[src/rtl/game_pkg.sv]
// Shared encodings for the two-board link: control_unit states, link byte fields and TX FSM states.
package game_pkg;

    typedef enum logic [2:0] {
        ST_MENU       = 3'b000,
        ST_GAME       = 3'b001,
        ST_VICTORY    = 3'b010,
        ST_GAME_OVER  = 3'b011,
        ST_MULTI_WAIT = 3'b100
    } game_state_t;

    localparam logic [1:0] MSG_MARKER = 2'b10;

    typedef enum logic [2:0] {
        MSG_BEACON = 3'b000,
        MSG_READY  = 3'b001,
        MSG_LOST   = 3'b010,
        MSG_ACK    = 3'b011
    } msg_type_t;

    typedef enum logic [1:0] {
        TX_IDLE  = 2'b00,
        TX_SEND  = 2'b01,
        TX_GUARD = 2'b10,
        TX_WAIT  = 2'b11
    } tx_state_t;

    function automatic logic [7:0] make_msg(input msg_type_t kind, input logic [2:0] sender);
        return {MSG_MARKER, kind, sender};
    endfunction

    // Known types all have bit 5 clear; anything else is noise on the wire.
    function automatic logic msg_ok(input logic [7:0] b);
        return (b[7:6] == MSG_MARKER) && (b[5] == 1'b0);
    endfunction

endpackage

[src/rtl/beacon_timer.sv]
// Free-running beacon period counter; emits a one-cycle tick every BEACON_CYCLES clocks while enabled.
module beacon_timer #(
    parameter int BEACON_CYCLES = 6_500_000
) (
    input  logic clk,
    input  logic rst,
    input  logic en,
    output logic tick
);
    localparam int CW = (BEACON_CYCLES > 1) ? $clog2(BEACON_CYCLES) : 1;

    logic [CW-1:0] cnt;

    // Period counter, held at zero while the link is disabled
    always_ff @(posedge clk or posedge rst) begin
        if (rst) begin
            cnt  <= '0;
            tick <= 1'b0;
        end else if (!en) begin
            cnt  <= '0;
            tick <= 1'b0;
        end else if (cnt == CW'(BEACON_CYCLES - 1)) begin
            cnt  <= '0;
            tick <= 1'b1;
        end else begin
            cnt  <= cnt + CW'(1);
            tick <= 1'b0;
        end
    end

endmodule

[src/rtl/multi_link_ctrl.sv]
// Link scheduler: arbitrates the UART transmitter between ACK/LOST/READY/BEACON messages
// and decodes received bytes into opponent status and link health.
module multi_link_ctrl
    import game_pkg::*;
#(
    parameter int BEACON_CYCLES   = 6_500_000,
    parameter int TIMEOUT_BEACONS = 5,
    parameter int MAX_RETRY       = 4
) (
    input  logic       clk,
    input  logic       rst,
    input  logic [2:0] state,
    input  logic       multiplayer,
    input  logic       player_ready,
    input  logic       game_over,
    output logic [7:0] tx_data,
    output logic       tx_start,
    input  logic       tx_busy,
    input  logic [7:0] rx_data,
    input  logic       rx_valid,
    output logic       opponent_ready,
    output logic       opponent_lost,
    output logic       link_up,
    output logic       link_timeout
);
    localparam int MW = $clog2(TIMEOUT_BEACONS + 1);
    localparam int RW = $clog2(MAX_RETRY + 1);

    tx_state_t     tx_state, tx_next;
    logic          tick;
    logic          player_ready_d, game_over_d;
    logic          ready_rise, lost_event;
    logic          rx_ok, rx_lost, rx_ack;
    logic          beacon_pend, ready_pend, lost_pend, ack_pend, lost_active;
    logic [RW-1:0] retry_cnt;
    logic          grant, grant_ack, grant_lost, grant_ready, grant_beacon;
    logic [7:0]    tx_byte;
    logic [MW-1:0] miss_cnt, miss_n;
    logic [2:0]    last_state, last_n;
    logic          link_n, timeout_n, lost_seen;

    beacon_timer #(.BEACON_CYCLES(BEACON_CYCLES)) u_timer (
        .clk  (clk),
        .rst  (rst),
        .en   (multiplayer),
        .tick (tick)
    );

    assign ready_rise = player_ready & ~player_ready_d;
    assign lost_event = game_over & ~game_over_d & (state == ST_GAME);
    assign rx_ok      = rx_valid & msg_ok(rx_data);
    assign rx_lost    = rx_ok & (rx_data[5:3] == MSG_LOST);
    assign rx_ack     = rx_ok & (rx_data[5:3] == MSG_ACK);
    assign grant      = (tx_state == TX_IDLE) && (tx_next == TX_SEND);

    // Edge detectors for the local events
    always_ff @(posedge clk or posedge rst) begin
        if (rst) begin
            player_ready_d <= 1'b0;
            game_over_d    <= 1'b0;
        end else begin
            player_ready_d <= player_ready;
            game_over_d    <= game_over;
        end
    end

    // TX next-state and priority arbitration ACK > LOST > READY > BEACON
    always_comb begin
        tx_next      = tx_state;
        tx_byte      = 8'h00;
        grant_ack    = 1'b0;
        grant_lost   = 1'b0;
        grant_ready  = 1'b0;
        grant_beacon = 1'b0;
        case (tx_state)
            TX_IDLE: begin
                if (multiplayer && !tx_busy && (ack_pend || lost_pend || ready_pend || beacon_pend)) begin
                    tx_next = TX_SEND;
                    if (ack_pend) begin
                        grant_ack = 1'b1;
                        tx_byte   = make_msg(MSG_ACK, state);
                    end else if (lost_pend) begin
                        grant_lost = 1'b1;
                        tx_byte    = make_msg(MSG_LOST, state);
                    end else if (ready_pend) begin
                        grant_ready = 1'b1;
                        tx_byte     = make_msg(MSG_READY, state);
                    end else begin
                        grant_beacon = 1'b1;
                        tx_byte      = make_msg(MSG_BEACON, state);
                    end
                end else begin
                    tx_next = TX_IDLE;
                end
            end
            TX_SEND:  tx_next = TX_GUARD;
            TX_GUARD: tx_next = TX_WAIT;
            TX_WAIT: begin
                if (!tx_busy) begin
                    tx_next = TX_IDLE;
                end else begin
                    tx_next = TX_WAIT;
                end
            end
            default:  tx_next = TX_IDLE;
        endcase
    end

    // TX FSM register; the byte is latched at grant and held through the send
    always_ff @(posedge clk or posedge rst) begin
        if (rst) begin
            tx_state <= TX_IDLE;
            tx_start <= 1'b0;
            tx_data  <= 8'h00;
        end else begin
            tx_state <= tx_next;
            tx_start <= (tx_next == TX_SEND);
            if (grant) begin
                tx_data <= tx_byte;
            end
        end
    end

    // Pending flags and LOST retry bookkeeping
    always_ff @(posedge clk or posedge rst) begin
        if (rst) begin
            beacon_pend <= 1'b0;
            ready_pend  <= 1'b0;
            ack_pend    <= 1'b0;
            lost_pend   <= 1'b0;
            lost_active <= 1'b0;
            retry_cnt   <= '0;
        end else if (!multiplayer) begin
            beacon_pend <= 1'b0;
            ready_pend  <= 1'b0;
            ack_pend    <= 1'b0;
            lost_pend   <= 1'b0;
            lost_active <= 1'b0;
            retry_cnt   <= '0;
        end else begin
            beacon_pend <= tick | (beacon_pend & ~grant_beacon);
            ready_pend  <= ready_rise | (ready_pend & ~grant_ready);
            ack_pend    <= rx_lost | (ack_pend & ~grant_ack);
            if (lost_event) begin
                lost_pend   <= 1'b1;
                lost_active <= 1'b1;
                retry_cnt   <= '0;
            end else if (rx_ack) begin
                lost_pend   <= 1'b0;
                lost_active <= 1'b0;
                retry_cnt   <= '0;
            end else if (grant_lost) begin
                lost_pend <= 1'b0;
                if (retry_cnt != RW'(MAX_RETRY)) begin
                    retry_cnt <= retry_cnt + RW'(1);
                end
            end else if (tick && lost_active && (retry_cnt < RW'(MAX_RETRY))) begin
                lost_pend <= 1'b1;
            end
        end
    end

    // Link health: a valid byte always beats a same-cycle tick
    always_comb begin
        link_n    = link_up;
        miss_n    = miss_cnt;
        last_n    = last_state;
        timeout_n = 1'b0;
        if (rx_ok) begin
            link_n = 1'b1;
            miss_n = '0;
            last_n = rx_data[2:0];
        end else if (tick) begin
            if (miss_cnt != MW'(TIMEOUT_BEACONS)) begin
                miss_n = miss_cnt + MW'(1);
            end else begin
                miss_n = miss_cnt;
            end
            if (link_up && (miss_n == MW'(TIMEOUT_BEACONS))) begin
                link_n    = 1'b0;
                timeout_n = 1'b1;
            end else begin
                link_n = link_up;
            end
        end else begin
            link_n = link_up;
        end
    end

    // Registered RX view and opponent status outputs
    always_ff @(posedge clk or posedge rst) begin
        if (rst) begin
            link_up        <= 1'b0;
            miss_cnt       <= '0;
            last_state     <= 3'b000;
            link_timeout   <= 1'b0;
            opponent_ready <= 1'b0;
            opponent_lost  <= 1'b0;
            lost_seen      <= 1'b0;
        end else if (!multiplayer) begin
            link_up        <= 1'b0;
            miss_cnt       <= '0;
            last_state     <= 3'b000;
            link_timeout   <= 1'b0;
            opponent_ready <= 1'b0;
            opponent_lost  <= 1'b0;
            lost_seen      <= 1'b0;
        end else begin
            link_up        <= link_n;
            miss_cnt       <= miss_n;
            last_state     <= last_n;
            link_timeout   <= timeout_n;
            opponent_ready <= link_n && ((last_n == ST_GAME) || (last_n == ST_MULTI_WAIT));
            opponent_lost  <= rx_lost && !lost_seen;
            if (state != ST_GAME) begin
                lost_seen <= 1'b0;
            end else if (rx_lost) begin
                lost_seen <= 1'b1;
            end
        end
    end

endmodule

[config.mk]
export PLATFORM = sky130hd
export DESIGN_NAME = multi_link_ctrl
export DESIGN_NICKNAME = d
export VERILOG_FILES = /design/src/rtl/game_pkg.sv /design/src/rtl/beacon_timer.sv /design/src/rtl/multi_link_ctrl.sv
export SDC_FILE = /design/constraint.sdc
export NUM_CORES = 1
export LEC_CHECK = 0
export ABC_AREA = 1
export CAP_MARGIN = 20
export CORE_ASPECT_RATIO = 1.4
export CORE_MARGIN = 2
export CORE_UTILIZATION = 40
export DETAILED_ROUTE_END_ITERATION = 10
export SYNTH_ARGS = -nofsm -noshare
export SYNTH_HDL_FRONTEND = slang
export SYNTH_HIERARCHICAL = 1
export SYNTH_SLANG_ARGS = --single-unit
[constraint.sdc]
create_clock -name clk -period 1.7 [get_ports clk]
set_input_delay 0.51 -clock clk [delete_from_list [all_inputs] [get_ports clk]]
set_output_delay 0.51 -clock clk [all_outputs]
set_load 0.01 [all_outputs]
# Word-level counts from Yosys, hierarchy flattened
# Cells that the tools add are included.
# op_classes
addsub,3
n_lt_le_gt_ge,1
n_eq_ne,21
n_mux,66
n_bitwise,18
n_reduce_logical,17
# op_table
operator,count
$mux 23,2
$mux 1,44
$mux 3,13
$add 23x1->23 const B,1
$eq 23x23->1 const B,1
$mux 8,2
$ne 3x1->1 const B,4
$mux 5,2
$and 1x1->1,9
$logic_and 1x1->1,9
$ne 4x1->1 const B,2
$pmux 2 s4,1
$add 3x1->3 const B,2
$eq 2x2->1 const B,3
$eq 3x1->1 const B,2
$eq 3x2->1 const B,2
$eq 3x3->1 const B,2
$ne 3x3->1 const B,2
$not 1->1,6
$ne 5x1->1 const B,1
$eq 2x1->1 const B,2
$logic_or 1x1->1,4
$mux 4,1
$lt 3x3->1 const B,1
other kinds (5),8
# totals
ff_bits,56
out_inout_bits,13
elab_cells,146

# Logic depth before layout (Yosys ltp)
# Gate-level depths: netlist of the first run.
# logic_depth
ltp_word,11
ltp_mapped,11
ltp_nobuf,11

# Cells and area by module
# Netlist of the first run, hierarchy kept.
# modules_own_cells
module,n_inst,cells_each,area_each_um2,seq_area_each_um2
multi_link_ctrl,1,193,1566.5,750.7
beacon_timer,1,192,1418.9,600.6

# Worst setup path after synthesis of the first run
# OpenSTA, ideal clock, no wires.
# synth_timing
kind,register to register
from,reg u_timer.cnt[0]
to,reg u_timer.cnt[10]
setup_time_ps,121
arrival_ps,1215
t_required_ps,1579
setup_slack_ps,364
stages_incl_launch_ff,9
synth_period_minus_slack_ps,1336
cell_sequence,dfrtp_1 > ha_1 > nand2_1 > inv_1 > nand2_1 > nor2_1 > nand3_2 > nand2_2 > nor2_1
# synth_between
elab_chain_cells,3
# synth_rtl
item,line_no,rtl
"start, declared",beacon_timer.sv:12,logic [CW-1:0] cnt;
"start signal, assigned",beacon_timer.sv:26,cnt <= cnt + CW'(1);
$add 23x1->23 or $eq 23x23->1 (tied branches),"beacon_timer.sv:26, beacon_timer.sv:22",
$mux 23 *,beacon_timer.sv:22,end else if (cnt == CW'(BEACON_CYCLES - 1)) begin
$mux 23 *,beacon_timer.sv:19,end else if (!en) begin
# Mark *: on every way between the ends. The rest lies on a longest branch, timed or not.
# A chain may end at the register's enable or synchronous reset.

# Final worst setup path of the first run
# layout_timing
from,reg u_timer.cnt[0]
to,reg u_timer.cnt[11]
# The elaborated chain is that of the path after synthesis.

==> flow_results.org, run 1 <==
** Detailed routing
- In the final routing, the length of wire on met1 measures 2.48 mm.
- Total number of vias :: 2551
- DRC violations left :: 0
- DR vias/cell :: 4.78
- Topmost layer with routed signal wires :: met4
- The routed design uses 3.76 mm of met2 wire.
- In this run the remaining antenna-violating nets after routing total 0.
- Routed wire length on met3 :: around 220 microns
- In this run, the number of DRC markers left after iteration 0 of detailed routing was between 90 and 100.
- DRT Pass-1 Iters :: 4
- Drt wl/cell :: ~12 microns
- The routed design has 6.67 mm of wire.

** Timing
- On the final layout, the worst clock skew is about 0.0065 ns.
- Hold timing on the final database bottoms out at a slack of 0.443 ns.
- Derived from the worst setup path, the maximum achievable clock frequency is roughly 0.64 GHz.
- Counting I/O delays and the setup requirement, the final critical path takes 1.56 ns.
- The count of final max-slew check failures is 0.
- Setup violations remaining at the end of the flow were counted as 0.
- Setup repair after global routing left no endpoint under its margin.
- Hold Violations, Final :: 0
- Portion of the clock cycle consumed by the worst path in the final layout :: about 90%

** Synthesis
- Share of cell area taken by muxes after synthesis :: 0%
- For this run, the register share of the synthesized area comes to 45.3%.
- In this run, synthesis produced a sequential element count of 54.
- Unique masters post-synth :: 33
- Each instance of the synthesized netlist takes up on average 7.75 sq um.
- After Yosys synthesis, and, or, nand and nor cells account for a little over a third of the synthesized area.
- Post-synthesis adder-cell area fraction :: around 2.1%
- After Yosys synthesis, XOR and XNOR cells account for approximately 3.5% of the synthesized area.
- In the synthesized netlist, the number of instances is about 390.
- By area, the combinational part of the netlist is dominated by simple AND/OR/NAND/NOR gates.
- Post-synth design cell area :: between 2000 and 3000 sq um
- Synth Warn # :: 6
- The synthesized netlist devotes between 4 and 5% of its cell area to compound gates.

** Global route
- The number of antenna violations at the first check in global routing came to 0.
- First-pass GRT wire length :: approximately 12 mm
- Pin count of the biggest net entering global routing :: 31
- The via count of the first global-routing pass is about 2.6k.
- Summed over all layers, the global routing overflow is 0.
- Overall global routing resource usage :: ~18%

** Min path
- Tightest Hold Check Type :: reg2reg

** Worst setup path
- Category of the most critical setup path :: reg2reg
- Critical path endpoint category :: register
- The largest single stage delay on the critical path is 0.40 ns.
- Broken down by cell family, the worst path's largest delay share belongs to simple AND/OR/NAND/NOR gates.
- CP max-delay cell :: sky130_fd_sc_hd__dfrtp_1
- Together, buffers and inverters on the worst path number 1.
- Required time at the endpoint of the critical path :: between 1.5 and 2 ns
- The worst setup path is launched from a register.
- Largest fanout on the critical path :: 9
- The signal on the critical path passes through ha_1 -> nand2_1 -> inv_1 -> nand2_1 -> nor2_1 -> nand3_2 -> nand2_2 -> nor2_1.
- Data arrival time of the worst path :: between 1.5 and 2 ns

** Pwr
- Summed over all nets, the switching power comes to around 0.72 mW.
- Total power density per cell area :: approximately 770 nW/um^2
- VDD sags by at most roughly 0.00039 V.
- Sequential fraction of design power :: about 53%
- Of the total power, the clock network draws 30.1%.
- Leakage dissipation :: around 1.7 nW
- Per report_power, the combinational group accounts for around 17% of the total.
- Sw Share :: 25.9%
- The internal portion of the total power is between 2 and 2.5 mW.

** Placed design
- DP HPWL :: between 5 and 6 mm
- The congestion estimate from routability-driven global placement came to ~0.86.
- Count of input and output buffers :: 28

** Clocking
- TritonCTS Sinks :: 54
- TritonCTS clock tree :: done
- The later pin in the worst-skew pair is clocked with a latency of 0.31 ns.
- Max H-tree Level :: 2
- TritonCTS created 5 clock buffers.
- The root buffer cell chosen for the clock tree is sky130_fd_sc_hd__clkbuf_8.
- Number of buffers inserted for hold repair after clock tree synthesis :: 0
- Counting along the longest clock path gives a buffer depth of 2.
- CTS clk-pin slew, worst paths :: 0.09 ns

** Floorplanning
- Number of rows created at floorplan :: 37
- Die Footprint :: 8180 sq um
- The core region is between 7000 and 8000 sq um.
- For this configuration, the core starts out at a cell density of ~41%.
- # IOs :: 31
- From left edge to right edge, the die measures a little under 80 microns.
- Vertical extent of the die :: 106 microns

** Run status
- Status :: finished clean

** Finish
- Core Util, Final :: about half
- Number of inserted diodes :: 0
- Cells with a size suffix above 1 make up between 10% and 20% of the layout.
- Area grow syn2layout :: 21.1%
- Most common library cell in the layout ignoring fill and taps :: sky130_fd_sc_hd__nand2_1
- Final net count :: 459
- In the layout the commonest cells are 85 x sky130_fd_sc_hd__nand2_1, 63 x sky130_fd_sc_hd__nor2_1, 54 x sky130_fd_sc_hd__dfrtp_1.

** Run
- Total of max-cap violations :: 0
-- final timing paths --
| check | from | endpoint | slack (ns) | depth (start not counted) |
|---|---|---|---|---|
| max reg2reg | u_timer/cnt[0]$_DFF_PP0_ | u_timer/cnt[11]$_DFF_PP0_ | 0.14 | 8 |
| min in group asynchronous | rst | miss_cnt[1]$_DFFE_PP0P_ | 0.57 | 3 |
| min reg2reg | lost_seen$_DFFE_PP0P_ | opponent_lost$_DFF_PP0_ | 0.44 | 1 |
| min | lost_seen$_DFFE_PP0P_ | opponent_lost$_DFF_PP0_ | 0.44 | 1 |
| max in group asynchronous | rst | u_timer/cnt[6]$_DFF_PP0_ | 0.88 | 3 |
| max | u_timer/cnt[0]$_DFF_PP0_ | u_timer/cnt[11]$_DFF_PP0_ | 0.14 | 8 |
-- area by class of cell --
cell class              instances  area [sq um]
clock buffers                   7          76.3
clock inverters                 1          30.0
fillers                       753          3700
inverters                      57           216
multi-input cells             270          1390
flip-flops and latches         54          1350
well taps                      97           121
repair buffers                 48           433
-- cell usage after synthesis, drive strengths merged --
master	n	share of area (%)
nand2	93	12
nor2	81	13
inv	57	7.3
dfrtp	54	45
nand3	33	6.6
o21ai	17	3.0
a21oi	8	1.3
xor2	7	2.1
nand4	6	1.5
ha	5	2.1
xnor2	5	1.5
buf	4	1.1
nor3	4	0.67
nand3b	2	0.50
o22ai	2	0.42
or2	2	0.42
clkbuf	1	0.13
conb	1	0.13
nor3b	1	0.25
nor4	1	0.21
o21a	1	0.25
-- timing repair --
item | 4_1_cts | 5_1_grt
setup endpoints to repair | 10 | 2
gates resized for setup | 10 | 2
pin swaps | 0 | 0
buffers inserted | 1 | 0
-- power groups by stage --
stage / Clock, mW / Combinational [mW] / Sequential, mW
floorplan: 0 / 0.240 / 1.52
global placement: 0 / 0.534 / 1.49
detailed placement: 0 / 0.542 / 1.49
CTS: 0.880 / 0.496 / 1.46
global route: 0.937 / 0.548 / 1.48
finish: 0.837 / 0.484 / 1.46
-- metrics by stage --
stage / cell area, sq um / setup TNS, ns / power (mW) / setup WS, ns / cells
2_1_floorplan: 2990 / 0 / 1.76 / 0.364 / 386
3_3_place_gp: 3510 / -1.03 / 2.02 / -0.103 / 525
3_5_place_dp: 3510 / -1.70 / 2.03 / -0.164 / 525
4_1_cts: 3610 / 0 / 2.84 / 0.00499 / 534
5_1_grt: 3610 / 0 / 2.97 / 0.0128 / 534
6_report: 3610 / 0 / 2.78 / 0.145 / 534
-- metal layers --
layer	vias up	track usage [%]
li1	1293	-
met1	1192	17.9
met2	52	35.3
met3	14	3.57
met4	0	7.78
met5	-	0
-- cell families (layout without fill, tap and decap cells) --
family          Yosys count  count (layout)
fa+ha+maj                 5               5
compound gates           28              28
buf+inv                  62             113
xor+xnor                 12              12
other cells               1               2
simple gates            223             223
flops                    54              54
-- sequential cells by signal, summed over array words and instances (netlist names), 2 cells and up --
| name | flops |
|---|---|
| tx_data | 6 |
| tx_state | 2 |
| miss_cnt | 3 |
| retry_cnt | 3 |
| u_timer/cnt | 23 |
| last_state | 3 |
Power figures use the tool's default switching activity.
==> run 2, diff against run 1 <==
CORE_MARGIN = 1.5   (was 2)
CORE_UTILIZATION = 57   (was 40)
MAX_ROUTING_LAYER = met4   (was not set)
PLACE_DENSITY = 0.8   (was not set)
==> run 2 against run 1 <==
Net effect:
- fmax increased by 1.1%
- clock power rose by 1%
- non-clock buffer count is 3 lower
- largest power group unchanged
- critical path depth up 1
- register-to-register slack better by 0.02 ns
- cell count decreased by 6.4%
- highest routed layer unchanged
- routed wire length is 3.6% lower
- count of clock-buffer cells in the layout down 1
- worst setup slack improved by 0.017 ns
==> flow_results.org, run 2 (synthesis gave the netlist of run 1 again) <==
** Worst setup path
- The worst stage delay on the critical path came to 0.39 ns (was 0.40 ns).
- Required time at the endpoint of the critical path :: 1.91 ns (was 1.89 ns)
- CP max-delay cell :: sky130_fd_sc_hd__dfrtp_1 (unchanged)
- Critical path, cell by cell: ha_1 -> nand2_1 -> inv_1 -> nand2_1 -> nor2_1 -> nand3_2 -> buf_4 -> nand3_1 -> nor2_1 (was ha_1 -> nand2_1 -> inv_1 -> nand2_1 -> nor2_1 -> nand3_2 -> nand2_2 -> nor2_1).
- Data arrival time of the worst path :: 1.75 ns (about the same)
- The worst reg2reg path endpoint is u_timer/cnt[9]$_DFF_PP0_ (was u_timer/cnt[11]$_DFF_PP0_).
- The endpoint class of the critical path is a register (unchanged).
- Largest fanout on the critical path :: 5 (was 9)
- Worst setup SP type :: register (unchanged)
- RR Startpoint :: u_timer/cnt[0]$_DFF_PP0_ (unchanged)
- The minimum setup slack among reg-to-reg paths was 0.16 ns (was 0.14 ns).
- The critical path start-end classification is reg2reg (unchanged).
- The number of cells on the worst reg-to-reg path is 9 (was 8).

** Timing
- Unrepaired setup endpoints after global routing :: false (unchanged)
- Final worst clock skew :: 0.00855 ns (was 0.00648 ns)
- The post-route fraction of the period consumed by the critical path came to 90.5% (was 91.5%).
- Final Max Tran Viols :: 0 (unchanged)
- The summed negative setup slack over all endpoints is 0 ns (unchanged).
- Hold Violations, Final :: 0 (unchanged)
- The fmax was 0.650 GHz (was 0.643 GHz).
- The post-route minimum period came to 1.54 ns (was 1.56 ns).
- Count of endpoints failing setup in the final report :: 0 (unchanged)

** Finish
- The final cell count without fillers came to 500 (was 534).
- The synthesis-to-layout area growth was 19.5% (was 21.1%).
- The share of post-route cells with drive strength above 1 is 14.1% (was 14.6%).
- The total inserted antenna cells came to 0 (unchanged).
- The number of flip-flops under the largest register name is 23 (unchanged).
- Core Util, Final :: 69.7% (was 49.4%)
- Most used cells in the layout excluding fill and tap cells: 85 x sky130_fd_sc_hd__nand2_1, 63 x sky130_fd_sc_hd__nor2_1, 54 x sky130_fd_sc_hd__dfrtp_1 (unchanged).
- The most common cell after layout, fill and taps aside was sky130_fd_sc_hd__nand2_1 (unchanged).
- The register with the most flip-flops was u_timer/cnt (unchanged).
- The number of nets in the final layout came to 456 (was 459).
- Final standard cell area without fillers :: 3570 sq um (was 3610 sq um)
- Regs by FF count :: u_timer/cnt: 23 flops, tx_data: 6 flops (unchanged)

** Pwr
- Overall Power :: 2.81 mW (was 2.78 mW)
- The largest vdd supply drop was 0.000805 V (was 0.000389 V).
- Total power density per cell area :: 788 nW/um^2 (was 770 nW/um^2)
- The leakage component of the power came to 1.74 nW (was 1.73 nW).

** Clocking
- Cts bufs inserted :: 5 (unchanged)
- The clock edge transition at the registers on the reported setup and hold paths is 0.10 ns (was 0.09 ns).
- TritonCTS clock tree :: done (unchanged)
- The later-pin clock latency in the skew report is 0.31 ns (about the same).
- The depth of the CTS H-tree is 2 (unchanged).
- The cell at the root of the clock tree is sky130_fd_sc_hd__clkbuf_8 (unchanged).
- Maximum number of buffers from clock root to sink :: 2 (unchanged)
- TritonCTS Sinks :: 54 (unchanged)

** Detailed routing
- Routed wire length :: 6.43 mm (was 6.67 mm)
- Drt wl/cell :: 12.9 microns (was 12.5 microns)
- The via total after detailed routing came to 2528 (was 2551).
- DRT Pass-1 Iters :: 6 (was 4)
- The total DRC errors in the routed layout was 0 (unchanged).
- DR vias/cell :: 5.06 (was 4.78)
- Final antenna-violating net count :: 0 (unchanged)
- The violation count after the first detailed-routing iteration came to 124 (was 94).

** Placed design
- The detailed-placement wirelength estimate is 5.06 mm (was 5.30 mm).
- The final weighted congestion in routability-driven placement is 0.998 (was 0.862).
- The number of port buffers was 28 (unchanged).
- The cell area after placement came to 3450 sq um (was 3510 sq um).
- Cell total after placement :: 492 (was 525)

** Global route
- Total congestion overflow after global routing :: 0 (unchanged)
- The first-pass GRT wire length came to 10.8 mm (was 11.6 mm).
- Number of global-route vias before repair :: 2567 (was 2600)
- Overall global routing resource usage :: 25.4% (was 18.0%)
- The pin count of the biggest net entering global routing is 31 (unchanged).
- Initial antenna violation count :: 0 (unchanged)

** Run
- The number of max-cap violations is 0 (unchanged).

** Floorplanning
- The area of the die came to 5690 sq um (was 8180 sq um).
- The horizontal die dimension came to 64.2 microns (was 77.0 microns).
- Vertical extent of the die :: 88.6 microns (was 106 microns)
- The area of the core was 5120 sq um (was 7310 sq um).
- The number of I/O pins came to 31 (unchanged).
- Number of rows created at floorplan :: 31 (was 37)
- The initial standard-cell utilization of the core was 58.3% (was 40.8%).

** Min path
- Min-Delay Path Depth :: 1 (unchanged)
- The class of the tightest hold or removal check is reg2reg (unchanged).
- Hold Startpoint :: lost_seen$_DFFE_PP0P_ (unchanged)
- Worst Hold End :: opponent_lost$_DFF_PP0_ (unchanged)

** Run status
- Status: finished clean (unchanged).
-- run 2: worst max-delay path by stage --
| stage | startpoint | end | slack (ns) | depth (start not counted) |
|---|---|---|---|---|
| after floorplan | u_timer/cnt[0]$_DFF_PP0_ | u_timer/cnt[10]$_DFF_PP0_ | 0.36 | 8 |
| after global placement | multiplayer | retry_cnt[1]$_DFFE_PP0P_ | -0.10 | 8 |
| after detailed placement | multiplayer | retry_cnt[0]$_DFFE_PP0P_ | -0.12 | 7 |
| after CTS | opponent_lost$_DFF_PP0_ | opponent_lost | 0.0007 | 1 |
| after global routing | u_timer/cnt[0]$_DFF_PP0_ | u_timer/cnt[9]$_DFF_PP0_ | 0.04 | 9 |
| final | u_timer/cnt[0]$_DFF_PP0_ | u_timer/cnt[9]$_DFF_PP0_ | 0.16 | 9 |
-- run 2: metrics by stage --
stage	worst slack (ns)	hold slack (ns)
finish	0.162	0.461
global route	0.0407	0.467
CTS	0.000735	0.469
detailed placement	-0.118	0.451
global placement	-0.101	0.444
floorplan	0.364	0.412
-- run 2: area by class of cell --
class / count / area (sq um)
fillers: 420 / 1550
multi-input cells: 270 / 1390
flip-flops and latches: 54 / 1350
repair buffers: 45 / 418
inverters: 57 / 216
well taps: 66 / 82.6
clock buffers: 6 / 72.6
clock inverters: 2 / 37.5
-- run 2: what timing repair did --
| item | in CTS | in global routing |
|---|---|---|
| gates resized for setup | 8 | 4 |
| hold buffers | 0 | 0 |
| pin swaps | 0 | 0 |
| setup buffers | 0 | 0 |
| setup endpoints to repair | 8 | 5 |
-- run 2: metal layers --
layer	GRT usage, %	up-vias	wire (microns)
li1	-	1289	-
met1	25.0	1167	2440
met2	50.4	56	3590
met3	2.93	16	246
met4	9.48	0	157
met5	-	-	0
-- run 2: report_power, final --
group          internal [mW]  switching [mW]
Clock                  0.440           0.408
Sequential              1.40          0.0731
Combinational          0.221           0.270
-- run 2: worst max-delay path: cells and delay by family, from the launching register on --
kind / cells / cell delay [ns]
flops: 1 / 0.39
fa+ha+maj: 1 / 0.22
simple gates: 6 / 0.57
buf+inv: 2 / 0.27
==> run 3, diff against run 2 <==
CAP_MARGIN = not set   (was 20)
==> results of run 3 <==
No change in the layout: final DEF, timing and power equal those of run 2.
